**config.mk**
```make
export PLATFORM = sky130hd
export DESIGN_NAME = fetch_unit
export DESIGN_NICKNAME = d
export VERILOG_FILES = /design/src/rtl/rv_pkg.sv /design/src/rtl/fetch_fifo.sv /design/src/rtl/fetch_unit.sv
export SDC_FILE = /design/constraint.sdc
export NUM_CORES = 1
export LEC_CHECK = 0
export BUFFER_PORTS_ARGS = -buffer_cell sky130_fd_sc_hd__buf_2
export CORE_AREA = 2 2 162 164
export CTS_CLUSTER_DIAMETER = 40
export DETAILED_ROUTE_END_ITERATION = 12
export DIE_AREA = 0 0 164 166
export GPL_TIMING_DRIVEN = 0
export SKIP_CTS_REPAIR_TIMING = 1
export SLEW_MARGIN = 20
export SYNTH_ARGS = -nofsm -noshare
export SYNTH_HDL_FRONTEND = slang
export SYNTH_SLANG_ARGS = --single-unit
```
**constraint.sdc**
```tcl
create_clock -name clk -period 4.7 [get_ports clk]
set_input_delay 0.235 -clock clk [delete_from_list [all_inputs] [get_ports clk]]
set_output_delay 0.235 -clock clk [all_outputs]
set_load 0.005 [all_outputs]
```
**src/rtl/rv_pkg.sv**
```systemverilog
// rtl/rv_pkg.sv - shared types for the instruction fetch stage
package rv_pkg;

    localparam int XLEN = 32;

    typedef enum logic [1:0] {
        IDLE,
        REQ,
        WAIT,
        DROP
    } fetch_state_t;

    typedef struct packed {
        logic [XLEN-1:0] pc;
        logic [XLEN-1:0] instr;
        logic            fault;
    } fetch_entry_t;

endpackage

```
**src/rtl/fetch_fifo.sv**
```systemverilog
// rtl/fetch_fifo.sv - synchronous FIFO between fetch and decode
module fetch_fifo #(
    parameter int DEPTH = 2,
    parameter int WIDTH = 32
) (
    input  logic                   clk,
    input  logic                   rst,
    input  logic                   push,
    input  logic [WIDTH-1:0]       push_data,
    input  logic                   pop,
    input  logic                   flush,
    output logic [WIDTH-1:0]       head,
    output logic                   full,
    output logic                   empty,
    output logic [$clog2(DEPTH):0] count
);

    localparam int AW = $clog2(DEPTH);

    logic [WIDTH-1:0] mem [DEPTH];
    logic [AW-1:0]    wr_ptr;
    logic [AW-1:0]    rd_ptr;
    logic [AW:0]      cnt;
    logic             do_push;
    logic             do_pop;

    assign empty   = (cnt == '0);
    assign full    = (cnt == (AW+1)'(DEPTH));
    assign count   = cnt;
    assign head    = mem[rd_ptr];
    assign do_pop  = pop && !empty;
    // A simultaneous pop frees the slot, so a push at full is still accepted.
    assign do_push = push && (!full || do_pop);

    always_ff @(posedge clk) begin
        if (rst) begin
            wr_ptr <= '0;
            rd_ptr <= '0;
            cnt    <= '0;
            for (int i = 0; i < DEPTH; i++) begin
                mem[i] <= '0;
            end
        end else if (flush) begin
            wr_ptr <= '0;
            rd_ptr <= '0;
            cnt    <= '0;
        end else begin
            if (do_push) begin
                mem[wr_ptr] <= push_data;
                wr_ptr      <= wr_ptr + AW'(1);
            end
            if (do_pop) begin
                rd_ptr <= rd_ptr + AW'(1);
            end
            case ({do_push, do_pop})
                2'b10:   cnt <= cnt + (AW+1)'(1);
                2'b01:   cnt <= cnt - (AW+1)'(1);
                default: cnt <= cnt;
            endcase
        end
    end

endmodule

```
**src/rtl/fetch_unit.sv**
```systemverilog
// rtl/fetch_unit.sv - instruction fetch stage feeding decode through a small FIFO
module fetch_unit
    import rv_pkg::*;
#(
    parameter int XLEN  = rv_pkg::XLEN,
    parameter int DEPTH = 2
) (
    input  logic            clk,
    input  logic            rst,
    input  logic [XLEN-1:0] pc_in,
    output logic            pc_en,
    input  logic            flush,
    output logic            imem_req,
    output logic [XLEN-1:0] imem_addr,
    input  logic            imem_gnt,
    input  logic            imem_rvalid,
    input  logic [XLEN-1:0] imem_rdata,
    output logic            if_valid,
    input  logic            if_ready,
    output logic [XLEN-1:0] if_pc,
    output logic [XLEN-1:0] if_instr,
    output logic            if_fault
);

    localparam int CW = $clog2(DEPTH) + 1;

    fetch_state_t    state_q, state_d;
    logic [XLEN-1:0] addr_q, addr_d;
    fetch_entry_t    push_entry;
    fetch_entry_t    head_entry;
    logic            push;
    logic            fifo_full;
    logic            fifo_empty;
    logic [CW-1:0]   fifo_count;
    logic            outstanding;
    logic            credit;

    // Counting the in-flight fetch as occupied guarantees its response always has a slot.
    assign outstanding = (state_q == REQ) || (state_q == WAIT);
    assign credit      = (fifo_count + CW'(outstanding)) < CW'(DEPTH);
    assign imem_addr   = addr_q;

    always_ff @(posedge clk) begin
        if (rst) begin
            state_q <= IDLE;
            addr_q  <= '0;
        end else begin
            state_q <= state_d;
            addr_q  <= addr_d;
        end
    end

    always_comb begin
        state_d    = state_q;
        addr_d     = addr_q;
        push       = 1'b0;
        push_entry = '0;
        pc_en      = 1'b0;
        imem_req   = 1'b0;
        case (state_q)
            IDLE: begin
                if (!rst && !flush && credit) begin
                    addr_d = pc_in;
                    if (pc_in[1:0] != 2'b00) begin
                        push             = 1'b1;
                        push_entry.pc    = pc_in;
                        push_entry.fault = 1'b1;
                        pc_en            = 1'b1;
                    end else begin
                        state_d = REQ;
                    end
                end
            end
            REQ: begin
                // Dropping the request on flush means no grant can land during a redirect.
                if (flush) begin
                    state_d = IDLE;
                end else begin
                    imem_req = 1'b1;
                    if (imem_gnt) begin
                        pc_en   = 1'b1;
                        state_d = WAIT;
                    end
                end
            end
            WAIT: begin
                if (imem_rvalid) begin
                    state_d = IDLE;
                    if (!flush) begin
                        push             = 1'b1;
                        push_entry.pc    = addr_q;
                        push_entry.instr = imem_rdata;
                    end
                end else if (flush) begin
                    state_d = DROP;
                end
            end
            DROP: begin
                if (imem_rvalid) begin
                    state_d = IDLE;
                end
            end
            default: state_d = IDLE;
        endcase
    end

    fetch_fifo #(
        .DEPTH(DEPTH),
        .WIDTH($bits(fetch_entry_t))
    ) u_fifo (
        .clk       (clk),
        .rst       (rst),
        .push      (push),
        .push_data (push_entry),
        .pop       (if_valid && if_ready),
        .flush     (flush),
        .head      (head_entry),
        .full      (fifo_full),
        .empty     (fifo_empty),
        .count     (fifo_count)
    );

    assign if_valid = !fifo_empty;
    assign if_pc    = head_entry.pc;
    assign if_instr = head_entry.instr;
    assign if_fault = head_entry.fault;

    logic unused_full;
    assign unused_full = fifo_full;

endmodule
```
==> tab_implementation.tex <==
\begin{tabular}{lr}
\hline
Metric & Value \\
\hline
\multicolumn{2}{l}{\textbf{Clock tree}} \\
Clock-pin transition on the worst setup and hold timing paths & around 0.07 ns \\
Number of buffers added by the clock tree synthesis step & 17 \\
CTS tree & built \\
Number of buffers between clock root and the deepest sink & 2 \\
CTS Root Cell & clkbuf\_16 \\
Max H-tree Level & 4 \\
Clock latency at the later pin of the worst-skew pair & approximately 0.42 ns \\
Clock sink count & 169 \\
\multicolumn{2}{l}{\textbf{Drt}} \\
Detailed-route vias per instance & 4.67 \\
Final routed wire length divided by cell count & between 15 and 20 um \\
First-pass iteration count of the detailed router & 4 \\
Antenna-violating nets left & 0 \\
Overall via count from detail\_route & 5,350 \\
Total Routed Length & around 20 mm \\
Detailed router's first-iteration violation count & between 300 and 400 \\
DRC errors left & 0 \\
\multicolumn{2}{l}{\textbf{Worst setup path}} \\
Critical path start-end classification & reg -> reg \\
Setup crit start kind & register \\
Critical-path top delay cell & or2\_4 \\
Critical path's top delay family & compound AO/OA/AOI/OAI gates \\
Required time at the worst-slack endpoint & between 4 and 5 ns \\
Delay contributed by the slowest stage of the critical path & slightly above 0.4 ns \\
Crit Path Max Fanout & 38 \\
Number of buffers and inverters on the critical path & 4 \\
Endpoint kind of the worst setup timing path & register \\
Critical path data arrival time & roughly 3.3 ns \\
CP Cell Sequence & inv\_1 > ha\_1 > a21o\_1 > a211o\_4 > a211oi\_2 > buf\_4 > buf\_6 > or2\_4 > buf\_12 \\
\multicolumn{2}{l}{\textbf{Layout}} \\
Area of all sequential standard cells & approximately 0.0047 sq mm \\
Final core utilization & 0.371 \\
Area growth, synth to finish & 25.6\% \\
Number of fill cells & approximately 2,500 \\
Fraction of final layout cells sized beyond drive strength 1 & 0.361 \\
Count of nets after finishing & a little under 900 \\
Combined area of the multi-input logic cells & $\sim$0.0027 sq mm \\
\multicolumn{2}{l}{\textbf{Pwr}} \\
Clock power frac & 0.431 \\
Proportion of power drawn by combinational gates & 0.070 \\
Net switching power & $\sim$0.77 mW \\
VDD IR-drop max & $\sim$0.16 mV \\
Power share of the sequential group & 0.498 \\
Cell Int Power & $\sim$2.6 mW \\
Power density over the cells & about 350 mW/mm\^{}2 \\
Switching share of total power & 0.229 \\
Leakage power of the design & $\sim$4.1 nW \\
\multicolumn{2}{l}{\textbf{Timing}} \\
Highest achievable clock rate & roughly 0.32 GHz \\
Crit path time final & $\sim$3.2 ns \\
Worst hold margin & slightly below 0.06 ns \\
Total setup violations reported at the end of the flow & 0 \\
Worst Clk Skew & 0.0126 ns \\
Max Transition Viols Final & 0 \\
Fin. Hold Viols & 0 \\
Unrepaired setup endpoints after global routing & false \\
Slew headroom & 0.510 \\
Setup Total Neg Slack & 0 ns \\
Worst-margin pin slew & between 0.7 and 0.8 ns \\
Final worst path period share & 0.675 \\
\multicolumn{2}{l}{\textbf{Floorplanning}} \\
Die Footprint & approximately 0.027 sq mm \\
Core footprint & between 0.02 and 0.03 sq mm \\
I/O pins & between 150 and 200 \\
Initial Util & 0.296 \\
Chip Height & 166 um \\
FP Rows & 59 \\
Die width & $\sim$160 um \\
\multicolumn{2}{l}{\textbf{Global route}} \\
Combined global-route utilization of all metal layers & 0.146 \\
Largest net degree at the start of global routing & 42 \\
Leftover overflow at the end of global routing & 0 \\
Via count of the first global-routing pass & about 5,200 \\
Number of antenna violations at the first check in global routing & 3 \\
Wire length of the first global-routing pass & 29.7 mm \\
\multicolumn{2}{l}{\textbf{Logic synthesis}} \\
Library cell with the highest instance count after synthesis & edfxtp\_1 \\
Fraction of the yosys area taken by sequential cells & 0.618 \\
Mapped Nets & between 600 and 700 \\
Leading cell types by total area after synthesis & edfxtp\_1, dfxtp\_1, mux2\_2, and3\_1, and2\_1 \\
Area share of the leading cell type in the synthesized netlist & 0.515 \\
Top cell types by occurrence after synthesis & edfxtp\_1, nand2\_1, and3\_1, mux2\_2, and2\_1 \\
Cell type with the largest total area after synthesis & edfxtp\_1 \\
Area of the mapped netlist & $\sim$0.0076 sq mm \\
Synth cell types & 45 \\
Number of enable-type register cells in the synthesized netlist & between 100 and 150 \\
Total of warnings raised by yosys & 0 \\
Async set or reset register ratio after synthesis & 0 \\
Register bit total from synthesis & 169 \\
Top\_reg\_cell synth & edfxtp\_1 \\
Count of mapped cells out of synthesis & just over 600 \\
Mean Syn Cell Area & roughly 13 sq um \\
\multicolumn{2}{l}{\textbf{Place}} \\
Last weighted congestion value of the routability-driven placer & 0.756 \\
Detailed placement HPWL & 13.8 mm \\
Count of port buffers added during placement & between 150 and 200 \\
\multicolumn{2}{l}{\textbf{Min path}} \\
Path class of the lowest-slack min-delay path & in -> reg \\
\multicolumn{2}{l}{\textbf{Status}} \\
Status & finished clean \\
\multicolumn{2}{l}{\textbf{Flow run}} \\
Maximum capacitance violations & 0 \\
\hline
\end{tabular}
## sequential cells by signal (all words and copies together) (netlist names), named ones only
name and count:
u_fifo.mem 130, imem_addr 32, state_q 2, u_fifo.count 2, u_fifo.rd_ptr 1, u_fifo.wr_ptr 1
## worst register-to-register path: stages (launching register included)
cell      delay, ns
dfxtp_1        0.35
inv_1          0.09
ha_1           0.34
a21o_1         0.22
a211o_4        0.37
a211oi_2       0.31
buf_4          0.27
buf_6          0.16
or2_4          0.41
buf_12         0.31
## cell type report
| class | count | area share |
|---|---|---|
| clock inverters | 9 | 0.0104 |
| multi-input cells | 382 | 0.279 |
| clock buffers | 23 | 0.0537 |
| flip-flops and latches | 169 | 0.492 |
| plain buffers | 49 | 0.0241 |
| diodes | 4 | 0.00105 |
| repair buffers | 171 | 0.0939 |
| inverters | 4 | 0.00158 |
| well taps | 335 | 0.0441 |
## power by group through the flow
stage | logic, mW | clock network, mW | registers, mW
2_1_floorplan | 0.113 | 0 | 1.71
3_3_place_gp | 0.234 | 0 | 1.71
3_5_place_dp | 0.241 | 0 | 1.71
4_1_cts | 0.242 | 1.48 | 1.68
5_1_grt | 0.262 | 1.54 | 1.69
6_report | 0.236 | 1.45 | 1.68
## logic make-up (layout without fill, tap and decap cells)
group | count (synthesis) | in the layout | synth area share
fa+ha+maj | 4 | 4 | 0.00661
compound gates | 87 | 87 | 0.0832
simple gates | 225 | 225 | 0.162
other cells | 0 | 4 | 0
xor+xnor | 1 | 1 | 0.00116
buf+inv | 53 | 256 | 0.0322
mux | 65 | 65 | 0.0966
flops | 169 | 169 | 0.618
## cell usage in the layout (no fill, tap or decap), drive strengths merged, types with 6 or more instances in the layout
cell    count
a211oi      6
edfxtp    130
inv         9
a22o       30
nand2      69
clkbuf     57
buf       186
a21oi      35
nor2        6
dfxtp      39
and3       65
nor2b       8
and2       60
mux2       65
## stage by stage
step                total power [mW]  setup slack, ns  instances  instance area [sq um]
global placement                1.95            0.777       1108                   8840
floorplan                       1.83             1.65        604                   7580
finish                          3.37             1.53       1146                   9510
CTS                             3.40             1.49       1142                   9500
detailed placement              1.95             1.50       1110                   8890
global route                    3.48             1.24       1144                   9510
## layer usage
metal,vias up,share of wire,global-route usage
li1,2588,-,-
met2,126,0.51,0.246
met1,2609,0.43,0.184
met3,27,0.038,0.0275
met4,0,0.022,0.0549
met5,-,0,0
## worst paths after layout
kind / end / start / slack (ns) / cells past startpoint
setup / recovery: u_fifo.mem[0][40] / state_q[0] / 1.53 / 9
hold / removal: imem_addr[18] / pc_in[18] / 0.06 / 3
setup reg to reg: u_fifo.mem[0][40] / state_q[0] / 1.53 / 9
hold reg to reg: imem_addr[15] / imem_addr[15] / 0.47 / 2
(Power assumes the default switching activity.)
